### src/rtl/loop_addr_gen.sv
// loop_addr_gen: per-iteration address generator fed by the loop controller.
// Each accepted innermost step emits the current address one cycle later and
// advances it by that loop's signed stride. A loop's last iteration rewinds the
// address by everything that loop has accumulated.
// Optional feature macro: LOOP_ADDR_GEN_BOUNDS_CHECK_EN adds i_addr_limit and a
// sticky o_addr_oob flag raised by any emitted address >= i_addr_limit.
module loop_addr_gen #(
    parameter int LOOP_ID_W = 5,
    parameter int ADDR_W    = 32,
    parameter int STRIDE_W  = 16
) (
    input  logic                 i_clk,
    input  logic                 i_reset_n,
    input  logic                 i_cfg_stride_v,
    input  logic [STRIDE_W-1:0]  i_cfg_stride,
    input  logic [LOOP_ID_W-1:0] i_cfg_stride_loop_id,
    input  logic [ADDR_W-1:0]    i_base_addr,
    input  logic [LOOP_ID_W-1:0] i_loop_index,
    input  logic                 i_loop_index_valid,
    input  logic                 i_loop_last_iter,
    input  logic                 i_loop_init,
    input  logic                 i_loop_enter,
    input  logic                 i_loop_exit,
    input  logic                 i_stall,
    input  logic                 i_done,
`ifdef LOOP_ADDR_GEN_BOUNDS_CHECK_EN
    input  logic [ADDR_W-1:0]    i_addr_limit,
    output logic                 o_addr_oob,
`endif
    output logic                 o_addr_v,
    output logic [ADDR_W-1:0]    o_addr,
    output logic                 o_busy,
    output logic                 o_cfg_err
);

    localparam int N_LOOPS = 1 << LOOP_ID_W;

    logic [STRIDE_W-1:0] r_stride [N_LOOPS];
    logic [ADDR_W-1:0]   r_acc    [N_LOOPS];
    logic [ADDR_W-1:0]   r_cur_addr;
    logic [ADDR_W-1:0]   r_addr;
    logic                r_addr_v;
    logic                r_busy;
    logic                r_cfg_err;

    logic                w_step;
    logic                w_emit;
    logic                w_adv;
    logic                w_cfg_wr;
    logic [ADDR_W-1:0]   w_stride_ext;
    logic [ADDR_W-1:0]   w_acc_sel;

    // loop_enter carries no address work: the entered loop's accumulator is
    // already zero (cleared by init or by its previous last-iteration rewind).
    logic                w_unused_enter;
    assign w_unused_enter = i_loop_enter;

    // Event decode, priority: init > inner step > exit > enter.
    always_comb begin
        w_step       = i_loop_index_valid & ~i_stall;
        w_emit       = w_step & ~i_loop_init;
        w_adv        = ~i_loop_init & (w_step | i_loop_exit);
        w_cfg_wr     = i_cfg_stride_v & ~r_busy;
        w_stride_ext = ADDR_W'($signed(r_stride[i_loop_index]));
        w_acc_sel    = r_acc[i_loop_index];
    end

    // Stride table: writable only between runs.
    always_ff @(posedge i_clk or negedge i_reset_n) begin
        if (!i_reset_n) begin
            for (int i = 0; i < N_LOOPS; i++) r_stride[i] <= '0;
        end else if (w_cfg_wr) begin
            r_stride[i_cfg_stride_loop_id] <= i_cfg_stride;
        end
    end

    // Per-loop accumulated offsets: cleared on init, advanced or rewound on steps/exits.
    always_ff @(posedge i_clk or negedge i_reset_n) begin
        if (!i_reset_n) begin
            for (int i = 0; i < N_LOOPS; i++) r_acc[i] <= '0;
        end else if (i_loop_init) begin
            for (int i = 0; i < N_LOOPS; i++) r_acc[i] <= '0;
        end else if (w_adv) begin
            if (i_loop_last_iter) r_acc[i_loop_index] <= '0;
            else                  r_acc[i_loop_index] <= w_acc_sel + w_stride_ext;
        end
    end

    // Running address: loaded with base on init, moved by stride or rewound.
    always_ff @(posedge i_clk or negedge i_reset_n) begin
        if (!i_reset_n) begin
            r_cur_addr <= '0;
        end else if (i_loop_init) begin
            r_cur_addr <= i_base_addr;
        end else if (w_adv) begin
            if (i_loop_last_iter) r_cur_addr <= r_cur_addr - w_acc_sel;
            else                  r_cur_addr <= r_cur_addr + w_stride_ext;
        end
    end

    // Output address register: pre-update address, one cycle after the step.
    always_ff @(posedge i_clk or negedge i_reset_n) begin
        if (!i_reset_n) begin
            r_addr_v <= 1'b0;
            r_addr   <= '0;
        end else begin
            r_addr_v <= w_emit;
            if (w_emit) r_addr <= r_cur_addr;
        end
    end

    // Run status and dropped-config error pulse.
    always_ff @(posedge i_clk or negedge i_reset_n) begin
        if (!i_reset_n) begin
            r_busy    <= 1'b0;
            r_cfg_err <= 1'b0;
        end else begin
            if (i_loop_init) r_busy <= 1'b1;
            else if (i_done) r_busy <= 1'b0;
            r_cfg_err <= i_cfg_stride_v & r_busy;
        end
    end

`ifdef LOOP_ADDR_GEN_BOUNDS_CHECK_EN
    logic r_oob;
    logic w_oob_hit;

    // Out-of-bounds hit on the address currently being presented.
    always_comb begin
        w_oob_hit = r_addr_v & (r_addr >= i_addr_limit);
    end

    // Sticky flag; the combinational OR makes it rise with the offending addr_v.
    always_ff @(posedge i_clk or negedge i_reset_n) begin
        if (!i_reset_n)       r_oob <= 1'b0;
        else if (i_loop_init) r_oob <= 1'b0;
        else if (w_oob_hit)   r_oob <= 1'b1;
    end

    assign o_addr_oob = r_oob | w_oob_hit;
`endif

    assign o_addr_v  = r_addr_v;
    assign o_addr    = r_addr;
    assign o_busy    = r_busy;
    assign o_cfg_err = r_cfg_err;

endmodule

### config.mk
export PLATFORM = sky130hd
export DESIGN_NAME = loop_addr_gen
export DESIGN_NICKNAME = d
export VERILOG_FILES = /design/src/rtl/loop_addr_gen.sv
export SDC_FILE = /design/constraint.sdc
export NUM_CORES = 2
export LEC_CHECK = 0
export ABC_CLOCK_PERIOD_IN_PS = 5350
export CAP_MARGIN = 20
export CORE_ASPECT_RATIO = 1.4
export CORE_UTILIZATION = 63
export DETAILED_ROUTE_END_ITERATION = 7
export GPL_ROUTABILITY_DRIVEN = 0
export MAX_ROUTING_LAYER = met4
export PLACE_DENSITY = 0.8
export SETUP_SLACK_MARGIN = 0.2
export SLEW_MARGIN = 0
export SYNTH_ARGS = -nofsm -noshare
export SYNTH_HDL_FRONTEND = slang
export SYNTH_SLANG_ARGS = --single-unit
### constraint.sdc
create_clock -name i_clk -period 5.35 [get_ports i_clk]
set_input_delay 0.535 -clock i_clk [delete_from_list [all_inputs] [get_ports i_clk]]
set_output_delay 0.535 -clock i_clk [all_outputs]
set_load 0.01 [all_outputs]
==> run summary <==
Outcome - complete, but fails checks
Violated checks - design-rule violations
# nets final - 6,044
Total GRT Usage - 0.430
Layout cells sized above 1 - 0.334
First-pass GRT wire length - 369,000 µm
DRC Markers - 3
CP Capture Type - flop
Final hold vios - 0
Cell area after synthesis - 73,900 µm²
Total Wirelength - 246,000 µm
Avg Cell Area, Syn - 13.5 µm²
Fin. max-slew vios - 0
DR iter-0 viols - 7,327
Area share of the largest cell type after synthesis - 0.543
Post-route clock skew - 0.0495 ns
Clk buf depth - 3
Rows - 148
WL per Instance - 32.6 µm
Metal-1 WL - 80,100 µm
Setup WS post-layout - 0.219 ns
Die ar. - 119,000 µm²
Power consumption - 30.7 mW
Core area - 116,000 µm²
Pre-Repair DR Iteration Count - 8
Slew HR - 0.164
Initial Util - 0.635
R2R setup slack - 0.23 ns
Hold depth - 2
Static leakage - 41.2 nW
HP Class - in -> reg
Yosys warns - 0
Synth Flop Type - dfrtp_1
Vias in the first global route - 58,432
Placed cell area - 81,700 µm²
Via count - 56,076
FF+latch count, synth - 1,603
Pre-CTS WS - -0.732 ns
CP arrival - 5.83 ns
Placed Cells - 7,239
WL met3 - 24,900 µm
Die Width - 291 µm
R2R Path Start - r_acc[0]$_DFFE_PN0P_
Fin util - 0.751
FMAX - 195 MHz
TritonCTS clock tree - yes
Port bufs - 101
CTS Buf Count - 149
Crit path required time - 6.05 ns
P&R area growth vs syn - 18.2%
EDFF count, synth - 0
Worst reg2reg endpoint - r_acc[440]$_DFFE_PN0P_
Cell area after layout - 87,300 µm²
Commonest non-fill, non-tap cells in the layout - 1,603 x dfrtp_1, 990 x a22o_1, 651 x buf_4, 574 x mux2_2, 272 x mux4_2
Register area share after synthesis - 0.543
Root Buffer - clkbuf_16
Hold Path Origin - i_done
Most common cell after layout, fill and taps aside - dfrtp_1
Clk Latency, worst-skew pair - 0.84 ns
Number of routed nets with antenna violations - 0
Reg2Reg Depth - 17
Worst-Margin Slew - 1.25 ns
Critical path class - in -> reg
Antenna violations before repair - 10
WL met2 - 114,000 µm
Synth top area cells - dfrtp_1 54%, a22o_1 12%, mux2_2 8.7%
Largest net degree at the start of global routing - 187
Highest routed layer - met4
Maximum vdd drop - 370 µV
Max Cap Viol - 0
Setup TNS Final - 0 ns
Crit path time final - 5.13 ns
Pwr Density - 352 nW/µm²
Hold_ws - 0.289 ns
Largest area contributor in the netlist - dfrtp_1
Die extent in y - 407 µm
Clk sink count - 1,603
Ys async rst share - 1.00
RSZ-0062 raised after global routing - true
Post-DP HPWL - 159,000 µm
Global route overflow - 0
CP max FO - 32
Critical Path Source Type - input port
Syn Inst Count - 5,465
Num ports - 103
Vias per std cell - 7.44
Worst hold endpoint - o_busy$_DFFE_PN0P_
Finished Layout Cells - 7,540
Clk slew on worst S/H paths - 0.07 ns
Post-Syn Nets - 5,599
Max H-tree Level - 4
Post-synth cell types - 77
Setup violators final - 0
Fin crit share - 0.959
==> synthesized netlist by cell type, types with 32 or more instances <==
master / n
o22ai_1: 132
a22o_1: 990
xnor2_1: 35
a21o_1: 36
mux2i_1: 219
dfrtp_1: 1603
nor3_1: 50
nand2_1: 162
buf_2: 82
ha_1: 64
o21ai_1: 32
nor2_1: 118
mux2_2: 574
clkbuf_1: 410
nor4_1: 56
mux4_2: 272
nand3_1: 32
o21ai_0: 41
a22oi_1: 82
a21oi_1: 131
==> layer usage <==
layer,up-vias,GRT usage
li1,21971,-
met1,28526,0.483
met2,4126,0.641
met3,1453,0.107
met4,0,0.379
met5,-,-
==> what timing repair did <==
action                                 CTS  global route
setup buffers                            2             4
cloned                                   0             0
endpoints found under the hold margin  117             0
pin swaps                                2            17
hold buffers                             1             0
resized for setup                        2            40
setup endpoints to repair                6           102
==> kinds of logic after synthesis <==
family	synth area share
AO/OA/AOI/OAI	0.164
multiplexers	0.200
AND/OR/NAND/NOR	0.0409
XOR/XNOR	0.00771
buffers and inverters	0.0326
flip-flops	0.543
adder cells (fa/ha/maj)	0.0114
==> layout make-up <==
class                   instances  area, µm²
diodes                         12       30.0
clock buffers                 219       4390
clock inverters                50        724
fillers                      6827      29000
inverters                      19       71.3
multi-input cells            3299      32500
flip-flops and latches       1603      40100
well taps                    1500       1880
repair buffers                838       7630
==> power breakdown <==
| part | internal (mW) | switching (mW) | total, mW |
|---|---|---|---|
| Sequential | 12.8 | 0.456 | 13.2 |
| Clock | 6.32 | 4.90 | 11.2 |
| Combinational | 2.90 | 3.40 | 6.29 |
| Total | 22.0 | 8.75 | 30.7 |
==> flip-flops by register name, summed over array words and instances (netlist names) <==
signal      cells
r_cur_addr     32
r_stride      512
o_busy          1
o_addr         32
o_cfg_err       1
o_addr_v        1
r_acc        1024
==> how the worst max path moves through the flow <==
stage | start | to | slack, ns | depth (start not counted)
after floorplan | i_loop_index[1] | r_acc[157]$_DFFE_PN0P_ | 0.20 | 24
after global placement | i_loop_index[2] | r_cur_addr[30]$_DFFE_PN0P_ | -0.70 | 27
after detailed placement | i_loop_index[2] | r_cur_addr[30]$_DFFE_PN0P_ | -0.73 | 27
after CTS | r_stride[0]$_DFFE_PN0P_ | r_cur_addr[31]$_DFFE_PN0P_ | 0.22 | 24
after global routing | i_loop_index[4] | r_cur_addr[31]$_DFFE_PN0P_ | 0.007 | 25
final | i_loop_index[2] | r_acc[440]$_DFFE_PN0P_ | 0.22 | 23
==> critical path, cell delays in order <==
cell and delay [ns]:
clkdlybuf4s50_1 0.45, buf_12 0.17, inv_2 0.07, buf_4 0.14, nor2_4 0.08, buf_4 0.19, buf_4 0.18, a22oi_1 0.64
nand3_1 0.18, buf_4 0.20, ha_2 0.22, fa_2 0.40, a21o_1 0.20, a221oi_2 0.29, or4b_4 0.20, a31oi_2 0.14
a31oi_2 0.39, a21oi_2 0.12, a21o_1 0.20, a21oi_1 0.23, xnor2_2 0.13, buf_12 0.18, a22o_1 0.24
(Power assumes the default switching activity.)
